===== config.mk =====
export PLATFORM = sky130hd
export DESIGN_NAME = jt51_pg_mslot
export DESIGN_NICKNAME = d
export VERILOG_FILES = /design/src/rtl/jt51_pg_pkg.sv /design/src/rtl/jt51_pg_acc.sv /design/src/rtl/jt51_pg_mslot.sv
export SDC_FILE = /design/constraint.sdc
export NUM_CORES = 2
export LEC_CHECK = 0
export CELL_PAD_IN_SITES_DETAIL_PLACEMENT = 2
export CELL_PAD_IN_SITES_GLOBAL_PLACEMENT = 2
export CORE_AREA = 2 2 316 318
export DETAILED_ROUTE_END_ITERATION = 10
export DIE_AREA = 0 0 318 320
export PLACE_DENSITY_LB_ADDON = 0.3
export SLEW_MARGIN = 20
export SYNTH_ARGS = -nofsm -noshare
export SYNTH_HDL_FRONTEND = slang
export SYNTH_SLANG_ARGS = --single-unit

===== constraint.sdc =====
create_clock -name clk -period 5.9 [get_ports clk]
set_input_delay 0.885 -clock clk [delete_from_list [all_inputs] [get_ports clk]]
set_output_delay 0.885 -clock clk [all_outputs]
set_load 0.03 [all_outputs]

===== src/rtl/jt51_pg_pkg.sv =====
// Shared constants and helpers for the multi-slot JT51 phase generator.
// Holds the base-step ceiling, DT1 code fields, the octave shifter and the slot width.
package jt51_pg_pkg;

    localparam int MAX_BASE_DEF = 82976;

    // DT1 code: bit 2 selects subtract, bits [1:0] == 0 means no detune
    localparam int DT1_SUB_BIT = 2;
    localparam int DT1_MAG_HI  = 1;
    localparam int DT1_MAG_LO  = 0;

    function automatic int slot_w(input int slots);
        return (slots > 1) ? $clog2(slots) : 1;
    endfunction

    function automatic logic [17:0] oct_shift(input logic [11:0] phinc,
                                              input logic [3:0]  octave);
        logic [17:0] wide;
        wide = {phinc, 6'b0};
        if (octave > 4'd8) return '0;
        return wide >> (4'd8 - octave);
    endfunction

endpackage


===== src/rtl/jt51_pg_acc.sv =====
// Per-slot phase store and accumulate stage (IV to V).
// Read, update and write back one addressed slot per enabled cycle.
module jt51_pg_acc
    import jt51_pg_pkg::*;
#(
    parameter int SLOTS = 32,
    parameter int PH_W  = 20,
    parameter int OUT_W = 10
) (
    input  logic                        clk,
    input  logic                        rst_n,
    input  logic                        cen,
    input  logic [slot_w(SLOTS)-1:0]    slot,
    input  logic [PH_W-1:0]             step,
    input  logic                        freeze,
    input  logic                        pg_rst,
    input  logic [PH_W-1:0]             rst_phase,
    output logic [OUT_W-1:0]            ph,
    output logic [slot_w(SLOTS)-1:0]    ph_slot
);

    logic [PH_W-1:0] phase [SLOTS];
    logic [PH_W-1:0] old_ph;
    logic [PH_W-1:0] new_ph;

    // Key-on reset beats freeze, freeze beats accumulation
    always_comb begin
        old_ph = phase[slot];
        new_ph = old_ph + step;
        if (freeze) new_ph = old_ph;
        if (pg_rst) new_ph = rst_phase;
    end

    always_ff @(posedge clk or negedge rst_n) begin
        if (!rst_n) begin
            for (int i = 0; i < SLOTS; i++) phase[i] <= '0;
            ph      <= '0;
            ph_slot <= '0;
        end else if (cen) begin
            phase[slot] <= new_ph;
            ph          <= new_ph[PH_W-1 -: OUT_W];
            ph_slot     <= slot;
        end
    end

endmodule


===== src/rtl/jt51_pg_mslot.sv =====
// Multi-slot JT51 phase generator: base step, DT1, multiplier and fixed-mode
// pipeline feeding an addressed per-slot phase accumulator.
module jt51_pg_mslot
    import jt51_pg_pkg::*;
#(
    parameter int SLOTS    = 32,
    parameter int PH_W     = 20,
    parameter int OUT_W    = 10,
    parameter int MAX_BASE = MAX_BASE_DEF
) (
    input  logic                        clk,
    input  logic                        rst_n,
    input  logic                        cen,
    input  logic                        zero,
    input  logic [11:0]                 phinc_I,
    input  logic [3:0]                  octave_I,
    input  logic [4:0]                  dt1_off_I,
    input  logic [2:0]                  dt1_I,
    input  logic [3:0]                  mul_I,
    input  logic                        fixed_I,
    input  logic [PH_W-1:0]             fixed_step_I,
    input  logic                        freeze_I,
    input  logic                        pg_rst_I,
    input  logic [PH_W-1:0]             rst_phase_I,
    output logic [OUT_W-1:0]            ph_V,
    output logic [slot_w(SLOTS)-1:0]    slot_V
);

    localparam int SW = slot_w(SLOTS);

    typedef struct packed {
        logic            fixed;
        logic [PH_W-1:0] step;
    } fix_t;

    typedef struct packed {
        logic            freeze;
        logic            pg_rst;
        logic [PH_W-1:0] rst_phase;
        logic [SW-1:0]   slot;
    } side_t;

    logic [SW-1:0]   slot_cnt;
    logic [SW-1:0]   slot_i;
    logic [17:0]     raw_i;
    logic [17:0]     base_i;
    fix_t            fix_i;
    side_t           side_i;

    logic [17:0]     base_ii;
    logic [4:0]      dt1_off_ii;
    logic [2:0]      dt1_ii;
    logic [3:0]      mul_ii;
    fix_t            fix_ii;
    side_t           side_ii;
    logic [19:0]     dt_next;

    logic [19:0]     dt_iii;
    logic [3:0]      mul_iii;
    fix_t            fix_iii;
    side_t           side_iii;
    logic [PH_W-1:0] s_iii;
    logic [PH_W-1:0] step_next;

    logic [PH_W-1:0] step_iv;
    side_t           side_iv;

    // slot_cnt holds the slot expected next; zero forces the current input to slot 0
    always_comb begin
        slot_i           = zero ? '0 : slot_cnt;
        raw_i            = oct_shift(phinc_I, octave_I);
        base_i           = (raw_i > 18'(MAX_BASE)) ? 18'(MAX_BASE) : raw_i;
        fix_i.fixed      = fixed_I;
        fix_i.step       = fixed_step_I;
        side_i.freeze    = freeze_I;
        side_i.pg_rst    = pg_rst_I;
        side_i.rst_phase = rst_phase_I;
        side_i.slot      = slot_i;
    end

    always_comb begin
        dt_next = {2'b0, base_ii};
        if (dt1_ii[DT1_MAG_HI:DT1_MAG_LO] != 2'b00) begin
            if (dt1_ii[DT1_SUB_BIT]) dt_next = {2'b0, base_ii} - {15'b0, dt1_off_ii};
            else                     dt_next = {2'b0, base_ii} + {15'b0, dt1_off_ii};
        end
    end

    // Wider accumulators keep the 20-bit step aligned to the phase MSBs
    always_comb begin
        s_iii = PH_W'(dt_iii);
        s_iii = s_iii << (PH_W - 20);
        if (mul_iii == 4'd0) step_next = s_iii >> 1;
        else                 step_next = s_iii * PH_W'(mul_iii);
        if (fix_iii.fixed)   step_next = fix_iii.step;
    end

    always_ff @(posedge clk or negedge rst_n) begin
        if (!rst_n) begin
            slot_cnt   <= '0;
            base_ii    <= '0;
            dt1_off_ii <= '0;
            dt1_ii     <= '0;
            mul_ii     <= '0;
            fix_ii     <= '0;
            side_ii    <= '0;
            dt_iii     <= '0;
            mul_iii    <= '0;
            fix_iii    <= '0;
            side_iii   <= '0;
            step_iv    <= '0;
            side_iv    <= '0;
        end else if (cen) begin
            slot_cnt   <= slot_i + SW'(1);
            base_ii    <= base_i;
            dt1_off_ii <= dt1_off_I;
            dt1_ii     <= dt1_I;
            mul_ii     <= mul_I;
            fix_ii     <= fix_i;
            side_ii    <= side_i;
            dt_iii     <= dt_next;
            mul_iii    <= mul_ii;
            fix_iii    <= fix_ii;
            side_iii   <= side_ii;
            step_iv    <= step_next;
            side_iv    <= side_iii;
        end
    end

    jt51_pg_acc #(
        .SLOTS (SLOTS),
        .PH_W  (PH_W),
        .OUT_W (OUT_W)
    ) u_acc (
        .clk       (clk),
        .rst_n     (rst_n),
        .cen       (cen),
        .slot      (side_iv.slot),
        .step      (step_iv),
        .freeze    (side_iv.freeze),
        .pg_rst    (side_iv.pg_rst),
        .rst_phase (side_iv.rst_phase),
        .ph        (ph_V),
        .ph_slot   (slot_V)
    );

endmodule


Word-level counts from Yosys, hierarchy flattened --
Cells that the tools add are included.
Word-level totals: bits in registers 857, latch bits 0, RAM bits 0, ROM bits 0, output and inout port bits 15, memories kept 0
Cells by class: $add $sub $neg 5, multiply operators 1, div/mod/pow operators 0, order comparisons 4, equal/unequal tests 0, shift-type cells 1, mux-type cells 17, bitwise logic cells 1, reductions and logical operators 3
Operators with widths (count):
- $bwmux 640 | 1
- $mux 20 | 9
- $bmux 20 s5 | 1
- $demux 20 s5 | 1
- $mux 18 | 3
- $add 20x20->20 | 1
- $mul 20x4->20 | 1
- $add 18x5->19 | 1
- $sub 18x5->19 | 1
- $gt 18x17->1 const B | 1
- $shr 18x4->18 | 1
- $ge 6x6->1 const B | 1
- $lt 6x1->1 const B | 1
- $not 5->6 | 1
- $add 5x1->5 const B | 1
- $mux 5 | 1
- $gt 4x4->1 const B | 1
- $logic_not 4->1 | 1
- $sub 4x4->4 const A | 1
- $reduce_bool 2->1 | 1
- $logic_and 1x1->1 | 1
- $mux 1 | 1

Depth between registers and ports, before layout --
depth after elaboration 8, mapped depth 20, gate-level depth less buffers 17

Modules after synthesis --
A second synthesis with hierarchy kept.
Second synthesis, totals: cells, all modules 3906, area, all modules 41085.7 µm²
By module, submodules not included:
- jt51_pg_acc | instances 1, cells an instance 2792, area an instance 29442.0 µm², sequential area each 16390.7 µm²
- jt51_pg_mslot | instances 1, cells an instance 1114, area an instance 11643.7 µm², sequential area each 5054.8 µm²

Worst setup path before layout --
OpenSTA, ideal clock, no wires.
kind reg2reg, start point reg side_iv[0] in the netlist's numbering, end point reg u_acc.phase[119] in the netlist's numbering, data arrival time 4064 ps, required time 5764 ps, slack 1699 ps, stages on the path, launching flop included 18, buffers on the path 4, period minus slack after synthesis 4201 ps, cell sequence dfrtp_1 -> buf_6 -> buf_6 -> buf_2 -> mux4_2 -> a22oi_1 -> nand4_1 -> ha_1 -> a21o_1 -> a221oi_2 -> o2bb2ai_1 -> o41ai_2 -> o21ai_1 -> xnor2_1 -> or3_1 -> a31oi_2 -> clkbuf_2 -> o21ai_0
On the way: cells in the longest elaborated chain, start to end 8, elaborated cells on any way between the ends 13, classes of those cells 1 x add/sub; 2 x order compare; 8 x mux; 1 x bitwise; 1 x reduce/logical
RTL lines:
- start, declared | line jt51_pg_mslot.sv:66 | side_t side_iv;
- start signal, assigned | line jt51_pg_mslot.sv:126 | side_iv <= side_iii;
- $not 5->6 (not written as such) * | line jt51_pg_acc.sv:28, jt51_pg_acc.sv:40
- $bmux 20 s5 | line jt51_pg_acc.sv:28 | old_ph = phase[slot];
- $mux 20 (not written as such) (2 in series) | line jt51_pg_acc.sv:28
- $add 20x20->20 | line jt51_pg_acc.sv:29 | new_ph = old_ph + step;
- $mux 20 | line jt51_pg_acc.sv:30 | if (freeze) new_ph = old_ph;
- $mux 20 | line jt51_pg_acc.sv:31 | if (pg_rst) new_ph = rst_phase;
- $bwmux 640 * | line jt51_pg_acc.sv:40 | phase[slot] <= new_ph;
- end signal, assigned by index | line jt51_pg_acc.sv:40
- end, declared | line jt51_pg_acc.sv:22 | logic [PH_W-1:0] phase [SLOTS];
Mark *: on every way between the ends. The rest lies on a longest branch, timed or not. The select of a mux whose other input is x is not followed. A chain may end at the register's enable or synchronous reset.

Worst setup path in the final report --
start point reg side_iv[0] in the netlist's numbering, end point reg u_acc.phase[419] in the netlist's numbering
Same word-level chain as after synthesis.

==> summary.md <==
| Metric | Value |
|---|---|
| Final Hold Viols | 0 |
| Residual DRC count | 0 |
| Largest net degree at the start of global routing | 154 |
| Simple-Gate Fraction of Synth Area | 10.76% |
| Worst min path class | input port to asynchronous set/reset pin |
| Post-synthesis sequential area ratio | 52.39% |
| Post-synthesis cell type count | 78 |
| HPWL Detailed | 93,520 um |
| CTS tree | yes |
| Slew margin rel. | a little under a quarter |
| Asr flop ratio synth | between 90% and 100% |
| Post-route clock period utilization | 94.74% |
| Switching share of power | 37.51% |
| Fin nets | 3,951 |
| IO Port Bufs | 89 |
| Combinational power share | 32.6% |
| DRT Pass-1 Iters | 8 |
| H-tree Lvls | 3 |
| Root Driver | clkbuf_16 |
| Gpl congestion | 0.8461 |
| Leakage | 20.24 nW |
| Initial Util | 41.78% |
| Vias in the first global route | roughly 35k |
| Initial detailed-routing violation count | 2,345 |
| Mapped Cells | 3,820 |
| Startpoint types | flip-flop |
| RSZ-0062 raised after global routing | no |
| Worst-Margin Slew | 1.156 ns |
| Top-count cell post-synth | dfrtp_1 |
| Sink Count | ~860 |
| WP data required | 6.43 ns |
| Skew final | 0.02782 ns |
| TritonCTS buffer count | 96 |
| First-pass GRT wire length | 225,300 um |
| Worst Path Arrival | 6.12 ns |
| DIE AREA | 101,800 um2 |
| Synth Area per Inst | 10.72 um2 |
| FILL cells | 9,857 |
| Setup Viol. Count Final | 0 |
| Flop pwr share | 36.5% |
| Fmax | between 150 and 200 MHz |
| DR vias/cell | 6.022 |
| Final ANT Viol Nets | 0 |
| Post-synthesis adder-cell area fraction | 3.319% |
| Total power | about 21 mW |
| Total Wirelength | 145,000 um |
| Share of cells above drive strength 1 | between 15 and 20% |
| Worst r2r path cells | 16 |
| Largest family of logic cells by synthesized area | compound AO/OA/AOI/OAI gates |
| Layout area overhead | 13.49% |
| Status | complete, no violations |
| Period minus WS final | 5.590 ns |
| Mux cell area share after synthesis | 13.50% |
| Die Y | 320 um |
| Via count | 31.07k |
| Row count | 115 |
| Post-synth top cells | dfrtp_1, nand2_1, o21ai_0, clkbuf_1, mux2_2 |
| Max Cap Viol | 0 |
| Synth Area in Compound Gates | 14.40% |
| GRT Total Usage | ~29% |
| Clock Tree Buf Depth | 3 |
| Pint | 13.31 mW |
| Syn. warnings | 0 |
| Area share of the largest cell type after synthesis | 52.39% |
| Net Count, Synth | 3,982 |
| Hold_ws | 0.2378 ns |
| Worst-path maximum fanout | 42 |
| Clock power share | 31.0% |
| Initial antenna violation count | 1 |
| Pwr/cell area | 458.5 nW/um2 |
| Worst vdd ir | 0.3010 mV |
| Clock Latency Late Sink | 0.69 ns |
| Clk pin slew, worst setup/hold paths | around 0.06 ns |
| Register bit total from synthesis | around 860 |
| Critical path class | flip-flop to flip-flop |
| Grt ovf | 0 |
| Die Wd | about 320 um |
| Core ar. | 97,990 um2 |
| Switching Power | 7.990 mW |
| Syn Std Cell Area | a little over 40,000 um2 |
| Area leader, netlist | dfrtp_1 |
| Util after Layout | 47.41% |
| I/O pin count | 90 |
| Synth Area in XOR/XNOR | 1.113% |
| Synth area leaders | dfrtp_1, o21ai_0, mux4_2, nand2_1, mux2_2 |
| Wire per inst | 28.11 um |
| Ys flop type | dfrtp_1 |
| Post-synth EDFFs | 0 |
| Slew Viols, Final | 0 |
| CP Capture Type | flip-flop |
| Reg2reg setup slack | 0.31 ns |
| Post-route setup TNS | 0 ns |
| Hold_buf cts | 0 |
[cells by family after synthesis]
| logic type | after synthesis |
|---|---|
| AND/OR/NAND/NOR | 1057 |
| AO/OA/AOI/OAI | 1022 |
| flip-flops | 857 |
| buffers and inverters | 415 |
| multiplexers | 330 |
| adder cells (fa/ha/maj) | 87 |
| XOR/XNOR | 52 |
[routing by layer]
layer | up-vias | global-route usage [%] | wire length [um]
met5 | - | 0 | 0
met4 | 0 | 9.598 | 4802
met3 | 266 | 3.989 | 6185
met2 | 776 | 48.78 | 70930
met1 | 16800 | 38.99 | 63130
li1 | 13220 | - | -
[path summary, 6_finish.rpt]
path | startpoint | endpoint
worst max-delay path | side_iv[0] | u_acc.phase[419]
worst min-delay path | rst_n | base_ii[0]
min in group clk | u_acc.phase[11] | u_acc.phase[11]
max in group asynchronous | rst_n | u_acc.phase[507]
worst max register to register | side_iv[0] | u_acc.phase[419]
worst min register to register | u_acc.phase[11] | u_acc.phase[11]
[sequential cells by signal (all words and copies together) (netlist names)]
name	flops
base_ii	18
u_acc.phase	640
slot_cnt	5
u_acc.ph_slot	5
mul_ii	4
mul_iii	4
step_iv	20
dt_iii	20
u_acc.ph	10
side_ii	27
side_iv	27
fix_ii	21
fix_iii	21
side_iii	27
dt1_ii	3
dt1_off_ii	5
[worst max-delay path: stages (launching register included)]
cell       delay [ns]
dfrtp_4          0.78
buf_12           0.42
mux4_2           0.57
a22o_1           0.23
nor4_2           0.43
inv_1            0.10
ha_1             0.22
a21oi_1          0.26
o211ai_1         0.30
o2bb2ai_1        0.24
o41ai_2          0.43
o21ai_1          0.22
xnor2_1          0.17
or3_1            0.33
a31oi_2          0.18
buf_4            0.32
o21ai_0          0.17
[metrics by stage]
stage	worst slack (ns)	instances	instance area [um2]
final	0.3103	5159	46460
after global routing	0.04817	5158	46460
after CTS	0.2522	5158	46440
after detailed placement	0.3902	4978	42970
after global placement	0.5381	4978	42960
after floorplan	1.699	3820	40940
[power groups by stage]
stage / logic (mW) / registers (mW) / clock network [mW]
after detailed placement: 6.80 / 7.83 / 0
after global routing: 7.62 / 7.86 / 6.94
after CTS: 6.95 / 7.75 / 6.71
final: 6.94 / 7.77 / 6.59
after floorplan: 4.77 / 7.40 / 0
after global placement: 6.49 / 7.75 / 0
[area by class of cell]
type                       count  area, um2  area share, %
antenna                        1      2.502       0.005386
clock buffer                 140       2870          6.178
clock inverter                40      596.8          1.285
inverter                      99      371.6         0.7998
multi-input combinational   2548      17760          38.22
sequential                   857      21450          46.18
tap                         1287       1610          3.466
timing repair buffer         187       1799          3.873
[cells in the final DEF, fill, tap and decap left out, types with 14 or more instances in the layout]
cell | netlist | final
a21o_1 | 14 | 14
a21oi_1 | 83 | 82
a22o_1 | 15 | 15
a22oi_1 | 65 | 65
and2_1 | 54 | 54
buf_4 | 24 | 85
clkbuf_1 | 187 | 16
clkbuf_16 | 0 | 98
clkbuf_8 | 0 | 26
clkdlybuf4s50_1 | 0 | 87
clkinv_2 | 0 | 16
dfrtp_1 | 857 | 855
fa_1 | 36 | 36
ha_1 | 51 | 51
inv_1 | 99 | 98
mux2_2 | 156 | 156
mux2i_1 | 15 | 15
mux4_2 | 141 | 141
nand2_1 | 803 | 797
nand3_1 | 18 | 18
nand4_1 | 22 | 22
nor2_1 | 79 | 78
nor2b_1 | 15 | 15
nor3_1 | 20 | 18
o21ai_0 | 641 | 636
o21ai_1 | 54 | 54
o21ai_2 | 34 | 35
xnor2_1 | 36 | 36
xor2_1 | 16 | 16
[timing repair]
item | in CTS | in global routing
setup endpoints to repair | 0 | 17
gates resized for setup | 0 | 1
endpoints found under the hold margin | 0 | 0
setup buffers | 0 | 0
Note: power is estimated with default switching activity, not from simulation.
